--- src/rtl/register_file_pkg.sv ---
// Shared widths, register indices and data types for the CPU register file.
// Build option REGISTER_FILE_BYPASS_EN enables same-cycle write-through on the read ports.
package register_file_pkg;

    localparam int DEFAULT_DATA_W = 16;
    localparam int DEFAULT_ADDR_W = 4;
    localparam int NUM_REGS       = 2 ** DEFAULT_ADDR_W;
    localparam int R0_IDX         = 0;

    typedef logic [DEFAULT_DATA_W-1:0] data_t;
    typedef logic [DEFAULT_ADDR_W-1:0] addr_t;

endpackage

--- src/rtl/register_file_rd_port.sv ---
// One combinational read port: selects a stored register and, when REGISTER_FILE_BYPASS_EN
// is defined, forwards the data being written in the current cycle.
module register_file_rd_port
    import register_file_pkg::*;
#(
    parameter int DATA_W = DEFAULT_DATA_W,
    parameter int ADDR_W = DEFAULT_ADDR_W
) (
    input  logic [DATA_W-1:0] regs [2**ADDR_W],
    input  logic [ADDR_W-1:0] rr,
    input  logic              we,
    input  logic [ADDR_W-1:0] wa,
    input  logic [DATA_W-1:0] wd1,
    input  logic [DATA_W-1:0] wd0,
    output logic [DATA_W-1:0] rd
);

    localparam logic [ADDR_W-1:0] R0_ADDR = ADDR_W'(R0_IDX);

`ifdef REGISTER_FILE_BYPASS_EN
    // The addressed write beats the R0 side-write, matching the collision rule on the store.
    always_comb begin
        rd = regs[rr];
        if (we) begin
            if (rr == wa) begin
                rd = wd1;
            end else if (rr == R0_ADDR) begin
                rd = wd0;
            end
        end
    end
`else
    logic unused_bypass;
    assign unused_bypass = &{1'b0, we, wa, wd1, wd0, R0_ADDR};

    always_comb begin
        rd = regs[rr];
    end
`endif

endmodule

--- src/rtl/register_file.sv ---
// 16x16 register file: two addressed read ports, a fixed R0 read port, and a dual-result write
// (WD1 to register[WA], WD0 to R0). REGISTER_FILE_BYPASS_EN adds same-cycle forwarding.
module register_file
    import register_file_pkg::*;
#(
    parameter int DATA_W = DEFAULT_DATA_W,
    parameter int ADDR_W = DEFAULT_ADDR_W
) (
    input  logic              clk,
    input  logic              rst,
    input  logic              regWrite,
    input  logic [ADDR_W-1:0] WA,
    input  logic [DATA_W-1:0] WD1,
    input  logic [DATA_W-1:0] WD0,
    input  logic [ADDR_W-1:0] RR1,
    input  logic [ADDR_W-1:0] RR2,
    output logic [DATA_W-1:0] RD0,
    output logic [DATA_W-1:0] RD1,
    output logic [DATA_W-1:0] RD2
);

    localparam int                NREGS   = 2 ** ADDR_W;
    localparam logic [ADDR_W-1:0] R0_ADDR = ADDR_W'(R0_IDX);

    logic [DATA_W-1:0] regs [NREGS];
    logic              fwd_en;

    // Forwarding is only meaningful when the edge will actually commit the write.
    assign fwd_en = regWrite & rst;

    // The WA write is issued last so that WA==0 lets WD1 override the WD0 side-write.
    always_ff @(posedge clk or negedge rst) begin
        if (!rst) begin
            for (int i = 0; i < NREGS; i++) begin
                regs[i] <= '0;
            end
        end else if (regWrite) begin
            regs[R0_ADDR] <= WD0;
            regs[WA]      <= WD1;
        end
    end

    register_file_rd_port #(
        .DATA_W(DATA_W),
        .ADDR_W(ADDR_W)
    ) u_rd1 (
        .regs(regs),
        .rr  (RR1),
        .we  (fwd_en),
        .wa  (WA),
        .wd1 (WD1),
        .wd0 (WD0),
        .rd  (RD1)
    );

    register_file_rd_port #(
        .DATA_W(DATA_W),
        .ADDR_W(ADDR_W)
    ) u_rd2 (
        .regs(regs),
        .rr  (RR2),
        .we  (fwd_en),
        .wa  (WA),
        .wd1 (WD1),
        .wd0 (WD0),
        .rd  (RD2)
    );

`ifdef REGISTER_FILE_BYPASS_EN
    always_comb begin
        RD0 = regs[R0_ADDR];
        if (fwd_en) begin
            RD0 = (WA == R0_ADDR) ? WD1 : WD0;
        end
    end
`else
    always_comb begin
        RD0 = regs[R0_ADDR];
    end
`endif

endmodule

--- config.mk ---
export PLATFORM = sky130hd
export DESIGN_NAME = register_file
export DESIGN_NICKNAME = d
export VERILOG_FILES = /design/src/rtl/register_file_pkg.sv /design/src/rtl/register_file_rd_port.sv /design/src/rtl/register_file.sv
export SDC_FILE = /design/constraint.sdc
export NUM_CORES = 1
export LEC_CHECK = 0
export ABC_AREA = 0
export BUFFER_PORTS_ARGS = -buffer_cell sky130_fd_sc_hd__buf_2
export CAP_MARGIN = 20
export CORE_MARGIN = 2
export CORE_UTILIZATION = 25
export DETAILED_ROUTE_END_ITERATION = 16
export GPL_TIMING_DRIVEN = 0
export PLACE_DENSITY_LB_ADDON = 0.3
export SYNTH_ARGS = -nofsm -noshare
export SYNTH_HDL_FRONTEND = slang
export SYNTH_HIERARCHICAL = 1
export SYNTH_SLANG_ARGS = --single-unit
--- constraint.sdc ---
create_clock -name clk -period 2.1 [get_ports clk]
set_input_delay 0.42 -clock clk [delete_from_list [all_inputs] [get_ports clk]]
set_output_delay 0.42 -clock clk [all_outputs]
set_load 0.01 [all_outputs]
After elaboration in Yosys (flattened, before gate mapping)
Cells that the tools add are included.
{"block": "classes", "addsub": 0, "mul": 0, "n_div": 0, "n_lt_le_gt_ge": 4, "eq_ne": 0, "n_shift": 0, "mux": 9, "n_bitwise": 3, "n_reduce_logical": 1}
{"op": "bitwise mux 256 bit", "n": 1}
{"op": "binary-select mux 16 bit (select 4 bit)", "n": 2}
{"op": "2-to-1 mux 16 bit", "n": 5}
{"op": "demux 16 bit (select 4 bit)", "n": 1}
{"op": "greater-or-equal comparator 5 bit (second input constant)", "n": 3}
{"op": "inverter 4 -> 5 bit", "n": 3}
{"op": "less-than comparator 5 x 1 -> 1 bit (second input constant)", "n": 1}
{"op": "logical AND 1 bit", "n": 1}
{"block": "word_totals", "reg_bits": 256, "latchBits": 0, "ram_bits": 0, "rom_bits": 0, "inputBits": 47, "output_inout_bits": 48, "memories": 0}

Depth between registers and ports, before layout
{"block": "logic_depth", "word_depth": 6, "depth_mapped": 6, "depth_no_buf": 3}

By module
The synthesis kept the hierarchy.
{"mod": "register_file", "instances": 1, "cells_per_inst": 627, "area_per_inst_um2": 9875.7, "seq_area_each_um2": 6406.1}
{"mod": "register_file_rd_port", "instances": 2, "cells_per_inst": 137, "area_per_inst_um2": 1933.1, "seq_area_each_um2": 0.0}

Worst setup path before layout
Ideal clock, no wire load.
{"block": "synth_path", "path_type": "input port to output port", "startpoint": "input port RR1[0]", "endpoint": "output port RD1[4]", "t_arrival_ns": 1.553, "required_ns": 1.680, "path_slack_ns": 0.127, "cell_stages": 5, "n_path_buf": 2, "path_cell_list": "buf_6 > buf_6 > mux4_1 > a22oi_1 > nand2_1"}
{"block": "synth_between", "elab_chain_cells": 4}
{"item": "start, declared", "line": "register_file.sv:15", "rtl": "input logic [ADDR_W-1:0] RR1,"}
{"item": "inverter 4 -> 5 bit (implied by the code)", "line": "register_file_rd_port.sv:37", "rtl": "rd = regs[rr];"}
{"item": "binary-select mux 16 bit (select 4 bit)", "line": "register_file_rd_port.sv:37"}
{"item": "2-to-1 mux 16 bit (implied by the code) (2 in series)", "line": "register_file_rd_port.sv:37"}
{"item": "end, declared", "line": "register_file.sv:18", "rtl": "output logic [DATA_W-1:0] RD1,"}
Every way passes these cells. The select of a mux whose other input is x is not followed.

Worst setup path after layout
{"block": "layout_path", "startpoint": "register regs, in the netlist RD0[6]", "endpoint": "output port RD1[6]"}
{"block": "layout_between", "elab_chain_cells": 3}
{"item": "start, declared", "line": "register_file.sv:25", "rtl": "logic [DATA_W-1:0] regs [NREGS];"}
{"item": "start signal, assigned by index", "line": "register_file.sv:35", "rtl": "regs[i] <= '0;"}
{"item": "start signal, assigned by index", "line": "register_file.sv:38", "rtl": "regs[R0_ADDR] <= WD0;"}
{"item": "start signal, assigned by index", "line": "register_file.sv:39", "rtl": "regs[WA] <= WD1;"}
{"item": "binary-select mux 16 bit (select 4 bit)", "line": "register_file_rd_port.sv:37"}
{"item": "2-to-1 mux 16 bit (implied by the code) (2 in series)", "line": "register_file_rd_port.sv:37"}
Every way passes these cells. The select of a mux whose other input is x is not followed.

==> run_results.csv <==
group,metric,value,unit
sta,finalSetupViolations,32,
die,ios,95,
yosys,syn_area,0.01374,mm²
worst_setup_path,crit_path_start_kind,"flop",
worst_setup_path,crit_path_end_kind,"primary output",
worst_setup_path,worst_r2r_path_depth,4,
job,drv_cap,0,
placed_design,gp_congestion,0.7798,
worst_setup_path,crit_chain,"mux4_2 -> a22oi_2 -> nand2_2 -> buf_6",
global_route,grt_max_degree,98,
power_and_ir_drop,p_int,11.09,mW
sta,finalSetupTns,-8.616,ns
final_layout,layout-drive-gt1-share,62.57,%
power_and_ir_drop,power_density,938.5,mW/mm²
global_route,overflow,0,
worst_setup_path,crit_required,1.68,ns
worst_setup_path,cp_num_buf_inv,1,
worst_setup_path,critical_path.top_delay_family,"multiplexers",
sta,maxSlewHeadroom,30.53,%
clock_tree,clkLatencyLatePin,0.55,ns
global_route,grt_pass1_vias,9454,
worst_setup_path,r2r_end,"RD0[10]",
yosys,syn_inst,900,
worst_setup_path,crit_slowest_cell,"mux4_2",
drt,totalWireLength,43980,µm
placed_design,placed_area,0.01511,mm²
drt,final_antenna_net_count,0,
power_and_ir_drop,combPwrFrac,26.2,%
sta,rsz0062_at_grt,"yes",
worst_setup_path,worstSetupPathType,"flop to primary output",
die,die-width,238.4,µm
drt,drc_errors,0,
min_path,worstHoldPathCells,3,
yosys,avgSynthCellArea,15.26,µm²
die,die_y,238.4,µm
power_and_ir_drop,seqPwrFrac,44.1,%
placed_design,hpwl,31490,µm
final_layout,fin_cells,1747,
clock_tree,clockBufferDepth,3,
clock_tree,path_clk_slew,0.06,ns
die,core_region_area,0.05403,mm²
clock_tree,htree_levels,1,
clock_tree,cts_made_buffers,28,
power_and_ir_drop,peakVddDrop,751.0,µV
status,failed_checks,"setup timing",
status,status,"complete, but fails checks",
die,rows,85,
worst_setup_path,worstReg2RegStart,"RD0[10]",
yosys,yosysWarnings,6,
worst_setup_path,cp.arrival,2.02,ns
clock_tree,cts_tree,"built",
yosys,syn-num-nets,947,
worst_setup_path,crit_start,"RD0[6]",
min_path,min_to,"RD0[15]",
drt,drt-initial-drc-count,623,
sta,finClkSkew,0,ns
sta,slew_viol_final,0,
drt,wire_per_inst,25.17,µm
final_layout,final_util,30.55,%
power_and_ir_drop,p_switching,4.404,mW
die,die-area,0.05683,mm²
drt,vias_per_cell,5.132,
worst_setup_path,critPathMaxFanout,3,
final_layout,area_growth,20.18,%
sta,fin_crit,2.438,ns
final_layout,stdcell_area,0.01651,mm²
worst_setup_path,cpPeakStageDelay,0.46,ns
clock_tree,root_buffer,"clkbuf_16",
power_and_ir_drop,power_leakage,6.719,nW
clock_tree,clock-sinks,256,
global_route,grtUsageTotal,15.65,%
worst_setup_path,reg2reg_setup_slack,1.14,ns
global_route,grt_antenna_before_repair,1,
drt,firstDrtPassIters,4,
power_and_ir_drop,pwr-share-clk,29.7,%
power_and_ir_drop,p_sw_share,28.43,%
placed_design,io_buffers,87,
placed_design,dpl.cell_count,1685,
final_layout,nets,1083,
sta,setup_ws,-0.3379,ns
sta,max_clock_freq,410.2,MHz
min_path,hp-class,"input pin to flop",
global_route,grt_pass1_wl,64800,µm
min_path,hold_path.startpoint,"WD0[15]",
die,initial_utilization,25.42,%
sta,tightestPinTransition,1.034,ns
sta,hold_violations,0,
sta,fin_crit_sh,116.1,%
drt,num_vias,8965,
[stage by stage]
step                hold WS (ns)  setup slack, ns  total power, mW
floorplan                 0.1244           0.1272            9.266
global placement          0.4949           -4.306            10.40
detailed placement        0.4569          -0.9617            10.57
CTS                       0.1552          -0.3589            15.55
global route              0.1952          -0.3863            16.25
finish                    0.1819          -0.3379            15.49
[registers in the layout, summed over array words and instances (netlist names)]
| register | count |
|---|---|
| regs | 240 |
| RD0 | 16 |
[power by group through the flow]
| stage | sequential, mW | clock (mW) | combinational, mW |
|---|---|---|---|
| 3_3_place_gp | 6.83 | 0 | 3.56 |
| 5_1_grt | 7.00 | 4.94 | 4.31 |
| 4_1_cts | 6.83 | 4.72 | 4.01 |
| 3_5_place_dp | 6.92 | 0 | 3.65 |
| 2_1_floorplan | 6.62 | 0 | 2.65 |
| 6_report | 6.84 | 4.60 | 4.05 |
[worst max path at each step]
stage | to | slack, ns | cells after the start
global placement | regs[14] | -4.31 | 1
CTS | RD2[5] | -0.36 | 4
global route | RD2[5] | -0.39 | 4
floorplan | RD1[4] | 0.13 | 5
finish | RD1[6] | -0.34 | 4
detailed placement | RD2[5] | -0.96 | 6
[worst reg2reg max path, delay by kind of cell (launching register included)]
kind / cells / cell delay, ns
DFF: 1 / 0.42
buffers and inverters: 2 / 0.27
AOI/OAI and AO/OA: 1 / 0.05
and+or+nand+nor: 1 / 0.08
[per-layer routing]
metal | up-vias | share of wire [%] | global-route usage, %
met3 | 63 | 5.0 | 2.418
met5 | - | 0 | 0
met2 | 295 | 47 | 24.74
met4 | 0 | 2.7 | 4.432
met1 | 4857 | 46 | 22.24
li1 | 3750 | - | -
[placed cells by master, fill, tap and decap left out, types with 23 or more instances in the layout]
| cell type | instances |
|---|---|
| dfrtp_1 | 249 |
| mux2_2 | 238 |
| mux4_2 | 122 |
| buf_2 | 98 |
| a22oi_2 | 44 |
| buf_4 | 38 |
| buf_6 | 32 |
| clkbuf_1 | 30 |
| clkbuf_16 | 29 |
| nor2_1 | 25 |
| nand2_2 | 23 |
[area by class of cell]
type	instances	area (µm²)
Buffer	99	635.6
Fill cell	5413	37520
Multi-Input combinational cell	543	6984
Sequential cell	256	6415
Tap cell	696	870.8
Timing Repair Buffer	108	777.0
Antenna cell	1	2.502
Clock buffer	44	822.0
[repair_timing]
item	4_1_cts	5_1_grt
hold endpoints to repair	77	0
buffers inserted	15	3
hold buffers	1	0
resized for setup	113	24
pin swaps	56	8
setup endpoints to repair	32	32
gates cloned	0	0
No activity file was read; power rests on OpenSTA's default activity.
